### src/rtl/ram_seq_pkg.sv
// ram_seq_pkg: shared FSM/owner types and word widths for the RAM access sequencer
package ram_seq_pkg;
    localparam int HALF_W = 16;
    localparam int WORD_W = 2 * HALF_W;
    typedef enum logic [1:0] {IDLE, LO, HI, DONE} state_t;
    typedef enum logic {OWN_IF, OWN_MEM} owner_t;
endpackage

### src/rtl/half_word_packer.sv
// half_word_packer: captures the low and high RAM halves and holds the assembled read word per owner
module half_word_packer
    import ram_seq_pkg::*;
#(
    parameter int W = HALF_W
) (
    input  logic           clock,
    input  logic           reset,
    input  logic           i_lo_stb,
    input  logic           i_hi_stb,
    input  owner_t         i_owner,
    input  logic [W-1:0]   i_half,
    output logic [2*W-1:0] o_if_word,
    output logic [2*W-1:0] o_mem_word
);
    logic [W-1:0]   r_lo;
    logic [2*W-1:0] r_if_word;
    logic [2*W-1:0] r_mem_word;
    always_ff @(posedge clock) begin
        if (reset) begin
            r_lo       <= '0;
            r_if_word  <= '0;
            r_mem_word <= '0;
        end else begin
            if (i_lo_stb) r_lo <= i_half;
            if (i_hi_stb && i_owner == OWN_IF) r_if_word <= {i_half, r_lo};
            if (i_hi_stb && i_owner == OWN_MEM) r_mem_word <= {i_half, r_lo};
        end
    end
    assign o_if_word  = r_if_word;
    assign o_mem_word = r_mem_word;
endmodule

### src/rtl/ram_access_sequencer.sv
// ram_access_sequencer: shares one 16-bit RAM between IF and MEM, two half-word cycles per 32-bit access.
// RAM_SEQ_RR_EN selects round-robin tie-breaking; otherwise MEM has fixed priority.
module ram_access_sequencer #(
    parameter int ADDR_W = 18,
    parameter int HALF_W = 16
) (
    input  logic                clock,
    input  logic                reset,
    input  logic                if_req,
    input  logic [ADDR_W-1:0]   if_addr,
    output logic [2*HALF_W-1:0] if_rdata,
    output logic                if_ack,
    input  logic                mem_req,
    input  logic                mem_we,
    input  logic [ADDR_W-1:0]   mem_addr,
    input  logic [2*HALF_W-1:0] mem_wdata,
    output logic [2*HALF_W-1:0] mem_rdata,
    output logic                mem_ack,
    output logic [ADDR_W-1:0]   ram_addr,
    output logic                ram_wre,
    output logic [HALF_W-1:0]   ram_wdata,
    input  logic [HALF_W-1:0]   ram_rdata
);
    import ram_seq_pkg::*;
    state_t              r_state, w_state_d;
    owner_t              r_own, w_own;
    logic                r_we;
    logic [HALF_W-1:0]   r_wd_hi;
    logic [ADDR_W-1:0]   r_ram_addr, w_ram_addr_d;
    logic                r_ram_wre, w_ram_wre_d;
    logic [HALF_W-1:0]   r_ram_wdata, w_ram_wdata_d;
    logic                r_if_ack, r_mem_ack;
    logic                w_if_ok, w_mem_ok, w_grant, w_lo_stb, w_hi_stb;
    // Ack is registered out of DONE, so the IDLE cycle carrying it must not re-grant that same requester.
    assign w_if_ok  = if_req && !r_if_ack;
    assign w_mem_ok = mem_req && !r_mem_ack;
    assign w_grant  = (r_state == IDLE) && (w_if_ok || w_mem_ok);
`ifdef RAM_SEQ_RR_EN
    owner_t r_last;
    assign w_own = (w_if_ok && w_mem_ok) ? ((r_last == OWN_MEM) ? OWN_IF : OWN_MEM)
                                         : (w_mem_ok ? OWN_MEM : OWN_IF);
    always_ff @(posedge clock) begin
        if (reset) r_last <= OWN_IF;
        else if (w_grant) r_last <= w_own;
    end
`else
    assign w_own = w_mem_ok ? OWN_MEM : OWN_IF;
`endif
    always_ff @(posedge clock) begin
        if (reset) begin
            r_state     <= IDLE;
            r_own       <= OWN_IF;
            r_we        <= 1'b0;
            r_wd_hi     <= '0;
            r_ram_addr  <= '0;
            r_ram_wre   <= 1'b0;
            r_ram_wdata <= '0;
            r_if_ack    <= 1'b0;
            r_mem_ack   <= 1'b0;
        end else begin
            r_state     <= w_state_d;
            r_ram_addr  <= w_ram_addr_d;
            r_ram_wre   <= w_ram_wre_d;
            r_ram_wdata <= w_ram_wdata_d;
            r_if_ack    <= (r_state == DONE) && (r_own == OWN_IF);
            r_mem_ack   <= (r_state == DONE) && (r_own == OWN_MEM);
            if (w_grant) begin
                r_own   <= w_own;
                r_we    <= (w_own == OWN_MEM) && mem_we;
                r_wd_hi <= (w_own == OWN_MEM) ? mem_wdata[2*HALF_W-1:HALF_W] : '0;
            end
        end
    end
    always_comb begin
        w_state_d = (r_state == IDLE) ? (w_grant ? LO : IDLE) :
                    (r_state == LO)   ? HI :
                    (r_state == HI)   ? DONE : IDLE;
    end
    always_comb begin
        w_lo_stb      = (r_state == HI);
        w_hi_stb      = (r_state == DONE) && !r_we;
        w_ram_addr_d  = r_ram_addr;
        w_ram_wre_d   = r_ram_wre;
        w_ram_wdata_d = r_ram_wdata;
        if (w_grant) begin
            w_ram_addr_d  = (w_own == OWN_MEM) ? mem_addr : if_addr;
            w_ram_wre_d   = (w_own == OWN_MEM) && mem_we;
            w_ram_wdata_d = (w_own == OWN_MEM) ? mem_wdata[HALF_W-1:0] : '0;
        end else if (r_state == LO) begin
            w_ram_addr_d  = r_ram_addr + ADDR_W'(1);
            w_ram_wdata_d = r_wd_hi;
        end else if (r_state == HI) begin
            w_ram_wre_d   = 1'b0;
        end
    end
    half_word_packer #(.W(HALF_W)) u_packer (
        .clock      (clock),
        .reset      (reset),
        .i_lo_stb   (w_lo_stb),
        .i_hi_stb   (w_hi_stb),
        .i_owner    (r_own),
        .i_half     (ram_rdata),
        .o_if_word  (if_rdata),
        .o_mem_word (mem_rdata)
    );
    assign ram_addr  = r_ram_addr;
    assign ram_wre   = r_ram_wre;
    assign ram_wdata = r_ram_wdata;
    assign if_ack    = r_if_ack;
    assign mem_ack   = r_mem_ack;
endmodule

### config.mk
export PLATFORM = sky130hd
export DESIGN_NAME = ram_access_sequencer
export DESIGN_NICKNAME = d
export VERILOG_FILES = /design/src/rtl/ram_seq_pkg.sv /design/src/rtl/half_word_packer.sv /design/src/rtl/ram_access_sequencer.sv
export SDC_FILE = /design/constraint.sdc
export NUM_CORES = 1
export LEC_CHECK = 0
export BUFFER_PORTS_ARGS = -buffer_cell sky130_fd_sc_hd__buf_2
export CAP_MARGIN = 20
export CORE_MARGIN = 4
export CORE_UTILIZATION = 25
export CTS_CLUSTER_SIZE = 40
export DETAILED_ROUTE_END_ITERATION = 6
export HOLD_SLACK_MARGIN = 0.06
export REMOVE_ABC_BUFFERS = 1
export SLEW_MARGIN = 40
export SYNTH_ARGS = -nofsm -noshare
export SYNTH_HDL_FRONTEND = slang
export SYNTH_HIERARCHICAL = 1
export SYNTH_SLANG_ARGS = --single-unit
### constraint.sdc
create_clock -name clock -period 2.4 [get_ports clock]
set_clock_uncertainty 0.05 [all_clocks]
set_input_delay 0.36 -clock clock [delete_from_list [all_inputs] [get_ports clock]]
set_output_delay 0.36 -clock clock [all_outputs]
set_load 0.01 [all_outputs]
Word-level counts from Yosys, hierarchy flattened. Cells that the tools add are included.

Bitwise operators: 1. Multiplexer cells: 15. Reduce and logical (&&, ||, !) cells: 17. Add/sub/neg operators: 1. Eq/ne operators: 4.

Operators with widths (count): 16-bit 2-to-1 mux (4); 18-bit 2-to-1 mux (3); 18-bit by 1-bit adder with 18-bit output, second input constant (1); 1-bit logical AND (9); 2-bit 2-to-1 mux (3); 1-bit 2-to-1 mux (5); 2-bit equality test, second input constant (2); 2-bit nonzero test (2); 1-bit logical NOT (3); 2-bit by 1-bit equality test with 1-bit output, second input constant (1); 2-bit logical NOT (1); 2-bit != test, second input constant (1); 2-bit AND reduction (1); 1-bit logical OR (1); 1-bit NOT (1).

Bits in registers: 137.

Logic depth before layout (Yosys ltp). Gate-level depths: netlist of the first run.

Word-level depth: 6. Mapped depth: 9. Depth with buffers taken out: 7.

Modules after synthesis. The synthesis of the first run kept the hierarchy.

Modules (own cells, without submodules): half_word_packer (area an instance 3281.9 sq um, times used 1, cells an instance 295); ram_access_sequencer (area an instance 2643.8 sq um, times used 1, cells an instance 291).

Worst setup path before layout of the first run. Ideal clock, no wire load.

Path type: register to register. Start point: reg r_state[1]. End point: reg r_ram_addr[14] (netlist: ram_addr[14]). Data arrival time: 1.581 ns. Path buffers: 2. Setup time: 0.115 ns. Setup slack: 0.654 ns. Stages on the path, launching flop included: 9. Path through: dfxtp_1 -> inv_1 -> ha_1 -> buf_4 -> and3_1 -> and3_1 -> buf_2 -> a211o_1 -> and3_1.

Word-level cells in the longest chain between the ends: 3. Elaborated cells on any way between the ends: 5. Those cells by class: 1 x eq/ne; 1 x mux; 3 x reduce/logical.

RTL lines: start: declaration (RTL line ram_access_sequencer.sv:25) `state_t r_state, w_state_d;`; start signal: assignment (RTL line ram_access_sequencer.sv:61) `r_state <= w_state_d;`; 2-bit logical NOT (RTL line ram_access_sequencer.sv:37) `assign w_grant = (r_state == IDLE) && (w_if_ok || w_mem_ok);`; 1-bit logical AND (RTL line ram_access_sequencer.sv:37); 18-bit 2-to-1 mux or 2-bit nonzero test (tied branches); end signal: assignment (RTL line ram_access_sequencer.sv:62) `r_ram_addr <= w_ram_addr_d;`; end: declaration (RTL line ram_access_sequencer.sv:29) `logic [ADDR_W-1:0] r_ram_addr, w_ram_addr_d;`.

Several ways; a longest one is shown, not always the timed one. A chain may end at the register's enable or synchronous reset.

Final worst setup path of the first run.
Start point: reg r_state[1]. End point: reg r_ram_addr[10] (netlist: ram_addr[10]).

The elaborated chain is that of the path after synthesis.

==> metrics.md, run 1 <==
| Metric | Value |
|---|---|
| Outcome | `complete, no violations` |
| CTS tree | `built` |
| Reg-to-reg setup timing slack | `0.38 ns` |
| Post-Syn Area | `5930 um2` |
| Max_slew headroom | `50.1%` |
| Fin crit share | `84.1%` |
| FF-to-FF Start | `r_state[1]` |
| Total wire length | `15.6 mm` |
| Fraction of layout cells with a size suffix above 1 | `31.1%` |
| Max Slew Vio Count | `0` |
| Worst EP arrival | `2.30 ns` |
| Worst-path fanout max | `8` |
| Min-delay worst type | `in -> reg` |
| Post-synthesis sequential area ratio | `46.3%` |
| DR WL met2 | `6.91 mm` |
| Root buf cell | `clkbuf_16` |
| Die height | `162 um` |
| IO buf count | `189` |
| Post-CTS Hold Fix Bufs | `0` |
| Antenna violations before repair | `0` |
| Design Power | `0.00572 W` |
| Post-synth EDFFs | `0` |
| Die Width | `162 um` |
| Final Wtd Congestion | `0.722` |
| Ys async rst share | `0%` |
| Row cnt | `56` |
| Worst-Margin Slew | `0.749 ns` |
| Reg2Reg Capture Point | `ram_addr[10]` |
| Clk_lat worst skew | `0.41 ns` |
| Final Setup Violations | `0` |
| Clock Power Share | `45.9%` |
| Drt drc | `0` |
| DRT Pass-1 Iters | `4` |
| Top layer in use | `met4` |
| Yosys top cell area share | `46.3%` |
| RSZ-0062 raised after global routing | `no` |
| End of the worst hold path | `r_wd_hi[13]` |
| Ant diodes | `0` |
| Die area | `26200 um2` |
| Largest net degree at the start of global routing | `93` |
| Sw frac | `25.2%` |
| Critical Path RT | `2.68 ns` |
| Clock Tree Buf Depth | `2` |
| Initial Util | `25.3%` |
| Total CTS buffers | `17` |
| Clock Sinks | `137` |
| Post-synthesis cell count | `586` |
| Net Switching | `0.00144 W` |
| Cell taking the most area after synthesis | `dfxtp_1` |
| Synthesized area per cell | `10.1 um2` |
| Leakage | `3.41 nW` |
| Largest cells by area after synthesis | `dfxtp_1 (46%), mux2i_1 (15%), nand2b_1 (10%)` |
| Power Density | `745 nW/um2` |
| R2R depth | `7` |
| Post-route ant nets | `0` |
| Final nets | `854` |
| Post-Place Worst Slack | `0.362 ns` |
| Total GRT Usage | `11.8%` |
| CP Launch Type | `register` |
| Top Ports | `190` |
| Fin crit period | `2.02 ns` |
| Worst Setup End Kind | `register` |
| H-tree levels | `4` |
| Number of global-route vias before repair | `4726` |
| Synth warn | `6` |
| Vias | `4738` |
| Synth unique cells | `39` |
| Routed len/inst | `14.3 um` |
| Register bit total from synthesis | `137` |
| Min-Delay Path Depth | `3` |
| P&R area growth vs syn | `29.7%` |
| Post-CTS resize count | `0` |
| Core area | `23400 um2` |
| Detail Placement HPWL | `10.8 mm` |
| HP Start | `mem_wdata[29]` |
| Reg clk slew, reported paths | `0.06 ns` |
| M1 wire length | `7.25 mm` |
| DR iter-0 viols | `286` |
| Post-DR vias/cell | `4.34` |
| VDD IR max | `0.000359 V` |
| Setup Buffers After CTS | `0` |
| Final hold violation count | `0` |
| Global-route wire length before repair | `25.1 mm` |
| Met3 wire length | `1.35 mm` |
| Worst Slack Setup Final | `0.381 ns` |
| Top_reg_cell synth | `dfxtp_1` |
| Hold_ws | `0.156 ns` |
| Global route total overflow | `0` |
| P_int | `0.00428 W` |
| Max cap viols | `0` |
| Sequential Power Share | `42.8%` |
| Setup CP Type | `reg -> reg` |
| Logic gate share of total power | `11.3%` |
| Layout Utilization | `32.8%` |
| F_max | `495 MHz` |
-- cell usage in the layout (no fill, tap or decap), types with 6 or more instances in the layout --
| master | netlist | layout |
|---|---|---|
| buf_2 | 12 | 188 |
| dfxtp_1 | 137 | 137 |
| nand2b_1 | 99 | 99 |
| mux2i_1 | 88 | 88 |
| nor2_1 | 57 | 57 |
| a211oi_1 | 26 | 26 |
| a22oi_1 | 17 | 17 |
| clkbuf_16 | 0 | 17 |
| nor3_1 | 16 | 16 |
| a221oi_1 | 16 | 16 |
| and2_1 | 12 | 12 |
| xor2_1 | 9 | 9 |
| buf_4 | 5 | 9 |
| nand2_1 | 8 | 8 |
| xnor2_1 | 7 | 7 |
| a21oi_1 | 6 | 6 |
| and3_1 | 6 | 6 |
-- worst max-delay path: stages (launching register included) --
cell,delay (ns)
dfxtp_1,0.33
inv_1,0.10
ha_1,0.38
and3_1,0.27
and3_1,0.32
nand3_1,0.13
xor2_1,0.16
a211oi_1,0.21
-- synthesized netlist by cell type, types with 7 or more instances --
cell type / n
a211oi_1: 26
a221oi_1: 16
a22oi_1: 17
and2_1: 12
buf_2: 12
buf_6: 10
clkbuf_1: 16
dfxtp_1: 137
mux2i_1: 88
nand2_1: 8
nand2b_1: 99
nor2_1: 57
nor3_1: 16
xnor2_1: 7
xor2_1: 9
-- final cells by class --
cell class | count | area, um2
Fill cell | 2508 | 15700
Multi-Input combinational cell | 399 | 2850
Sequential cell | 137 | 2740
Timing Repair Buffer | 201 | 1090
Clock buffer | 21 | 470
Tap cell | 319 | 399
Clock inverter | 11 | 120
Inverter | 3 | 11.3
-- per-layer routing --
| layer | up-vias | global-route usage [%] |
|---|---|---|
| li1 | 2373 | - |
| met1 | 2204 | 15.2 |
| met2 | 155 | 18.7 |
| met3 | 6 | 4.64 |
| met4 | 0 | 3.00 |
| met5 | - | 0 |
-- cell families after synthesis --
| family | share of synthesized area [%] |
|---|---|
| and+or+nand+nor | 20.5 |
| DFF | 46.3 |
| muxes | 14.9 |
| AOI/OAI and AO/OA | 8.87 |
| buffers and inverters | 5.83 |
| xor gates and xnor gates | 2.36 |
| adders and majority gates | 1.27 |
-- power groups by stage --
stage | Sequential (W) | Combinational (W) | Clock, W
final | 0.00245 | 0.000646 | 0.00263
after global routing | 0.00247 | 0.000718 | 0.00283
after CTS | 0.00245 | 0.000656 | 0.00274
after detailed placement | 0.00250 | 0.000652 | 0
after global placement | 0.00250 | 0.000653 | 0
after floorplan | 0.00252 | 0.000317 | 0
-- metrics by stage --
| step | TNS [ns] | instances | instance area [um2] |
|---|---|---|---|
| floorplan | -44.58 | 539 | 5590 |
| global placement | 0 | 1059 | 7100 |
| detailed placement | 0 | 1059 | 7100 |
| CTS | 0 | 1091 | 7690 |
| global route | 0 | 1091 | 7690 |
| finish | 0 | 1091 | 7690 |
-- state kept, by name, summed over array words and instances, names as in the netlist --
name,cells
mem_ack,1
u_packer/o_mem_word,32
r_we,1
r_state,2
if_ack,1
u_packer/o_if_word,32
ram_wdata,16
ram_addr,18
r_own,1
ram_wre,1
u_packer/r_lo,16
r_wd_hi,16
-- how the worst max path moves through the flow --
stage | from | slack (ns) | cells after the start | end
after detailed placement | r_state[1] | 0.36 | 7 | ram_addr[10]
final | r_state[1] | 0.38 | 7 | ram_addr[10]
after global routing | r_state[1] | 0.17 | 7 | ram_addr[12]
after floorplan | mem_req | -1.39 | 5 | ram_wdata[0]
after CTS | r_state[1] | 0.33 | 7 | ram_addr[10]
after global placement | r_state[1] | 0.42 | 7 | ram_addr[10]
No activity file was read; power rests on OpenSTA's default activity.
==> run 2, diff against run 1 <==
Clock period 2.4 ns to 1.9 ns, I/O delays scaled along.
==> metrics.md, run 2 (synthesized netlist as in run 1, its figures left out) <==
| Metric | Value |
|---|---|
| Reg clk slew, reported paths | `0.06 ns (about the same)` |
| Outcome | `complete, no violations` |
| Routed len/inst | `14.3 um (-0.24%)` |
| CP Launch Type | `register` |
| Post-Route Setup TNS | `0 ns (unchanged)` |
| Total wire length | `16.0 mm (+2.5%)` |
| Number of global-route vias before repair | `4879 (+3.2%)` |
| VDD IR max | `0.000472 V (+31%)` |
| Ant diodes | `0 (unchanged)` |
| FF-to-FF Start | `r_state[0]` |
| Clock Sinks | `137 (unchanged)` |
| Global route total overflow | `0 (unchanged)` |
| Layout Utilization | `34.3% (+1.5 points)` |
| Largest net degree at the start of global routing | `60 (-35%)` |
| Power Density | `915 nW/um2 (+23%)` |
| End of the worst hold path | `u_packer/r_lo[0]` |
| Max Slew Vio Count | `0 (unchanged)` |
| Worst Setup End Kind | `register` |
| F_max | `574 MHz (+16%)` |
| HP Start | `ram_rdata[0]` |
| Root buf cell | `clkbuf_16` |
| Min-Delay Path Depth | `3 (unchanged)` |
| Post-route ant nets | `0 (unchanged)` |
| Max cap viols | `0 (unchanged)` |
| H-tree levels | `4 (unchanged)` |
| Reg-to-reg setup timing slack | `0.16 ns (-0.22 ns)` |
| Core area | `23400 um2 (unchanged)` |
| Worst-Margin Slew | `0.455 ns (-0.294 ns)` |
| Final Wtd Congestion | `0.748 (+3.6%)` |
| IO buf count | `189 (unchanged)` |
| Setup CP Type | `reg -> reg` |
| Total CTS buffers | `17 (unchanged)` |
| CP Launch Point | `r_state[0]` |
| Top Ports | `190 (unchanged)` |
| Commonest non-fill, non-tap cell in the layout | `buf_2` |
| DR iter-0 viols | `243 (-15%)` |
| Final nets | `884 (+3.5%)` |
| Commonest cells after routing, fill and taps aside | `buf_2 (188), dfxtp_1 (137), nand2b_1 (99), mux2i_1 (88), nor2_1 (57)` |
| Leakage | `3.56 nW (+4.4%)` |
| Worst EP arrival | `2.03 ns (-0.27 ns)` |
| Die Width | `162 um (unchanged)` |
| Hold_ws | `0.0805 ns (-0.0752 ns)` |
| DRT Pass-1 Iters | `4 (unchanged)` |
| Clk_lat worst skew | `0.41 ns (about the same)` |
| Row cnt | `56 (unchanged)` |
| Clock Tree Buf Depth | `2 (unchanged)` |
| Fin crit period | `1.74 ns (-0.276 ns)` |
| Global-route wire length before repair | `25.7 mm (+2.6%)` |
| Reg2Reg Capture Point | `u_packer/o_if_word[20]` |
| Final Setup Violations | `0 (unchanged)` |
| Max_slew headroom | `69.6% (+20 points)` |
| Antenna violations before repair | `0 (unchanged)` |
| Detail Placement HPWL | `11.0 mm (+2.2%)` |
| Post-DR vias/cell | `4.32 (-0.48%)` |
| Die area | `26200 um2 (unchanged)` |
| Drt drc | `0 (unchanged)` |
| CTS tree | `built` |
| Critical Path RT | `2.19 ns (-0.49 ns)` |
| Total GRT Usage | `12.1% (+0.27 points)` |
| Initial Util | `25.3% (unchanged)` |
| Fin crit share | `91.7% (+7.6 points)` |
| Die height | `162 um (unchanged)` |
| Worst-path fanout max | `32 (+24)` |
| Vias | `4845 (+2.3%)` |
| P&R area growth vs syn | `35.5%` |
| Final hold violation count | `0 (unchanged)` |
| Min-delay worst type | `in -> reg` |
| R2R depth | `5 (-2)` |
| RSZ-0062 raised after global routing | `no` |
| Setup Buffers After CTS | `0 (unchanged)` |
| Fraction of layout cells with a size suffix above 1 | `31.8% (+0.71 points)` |
## run 2: changes by cell type in the layout (fill, tap and decap cells not counted), sizes merged
cell         previous run  this run
clkbuf                 21        18
inv                     4         6
clkinv                  5         6
dlygate4sd3             0        19
buf                   201       212
## run 2: what timing repair did
item	4_1_cts	5_1_grt
hold buffers	19	0
endpoints found under the setup margin	0	21
hold endpoints to repair	19	0
gates resized for setup	0	5
## run 2: worst max-delay path, stage by stage (launching register included)
cell and delay (ns):
dfxtp_1 0.43, ha_1 0.24, nor2b_1 0.23, nor2b_4 0.20
buf_12 0.26, mux2i_1 0.23
## run 2: worst max-delay path by stage
stage | end | depth (start not counted)
2_1_floorplan | ram_wdata[0] | 5
3_3_place_gp | ram_wdata[13] | 6
3_5_place_dp | ram_wdata[11] | 6
4_1_cts | ram_wdata[5] | 6
5_1_grt | ram_addr[11] | 7
6_report | u_packer/o_if_word[20] | 5
## run 2: through the flow
stage / total power (W) / area (um2) / cells / setup slack [ns]
after floorplan: 0.00359 / 5590 / 539 / -1.84
final: 0.00734 / 8030 / 1121 / 0.157
after CTS: 0.00748 / 8000 / 1121 / 0.000888
after global routing: 0.00771 / 8030 / 1121 / 0.0186
after global placement: 0.00403 / 7230 / 1070 / 0.0965
after detailed placement: 0.00404 / 7230 / 1070 / 0.0143
## run 2: area by class of cell
type	count	area [um2]
fillers	2468	15400
multi-input cells	399	2880
flip-flops and latches	137	2740
repair buffers	231	1410
clock buffers	18	439
well taps	319	399
clock inverters	14	146
inverters	3	11.3
## run 2: per-layer routing
layer / global-route usage [%] / vias to the layer above / share of wire (%)
li1: - / 2431 / -
met1: 15.1 / 2245 / 46
met2: 19.2 / 153 / 45
met3: 5.02 / 16 / 8.4
met4: 3.65 / 0 / 1.3
met5: 0 / - / 0
## run 2: report_power, final
group / internal [W] / switching [W] / leakage, nW
sequential: 0.00300 / 0.0000906 / 1.11
combinational: 0.000447 / 0.000475 / 2.16
clock: 0.00197 / 0.00136 / 0.283
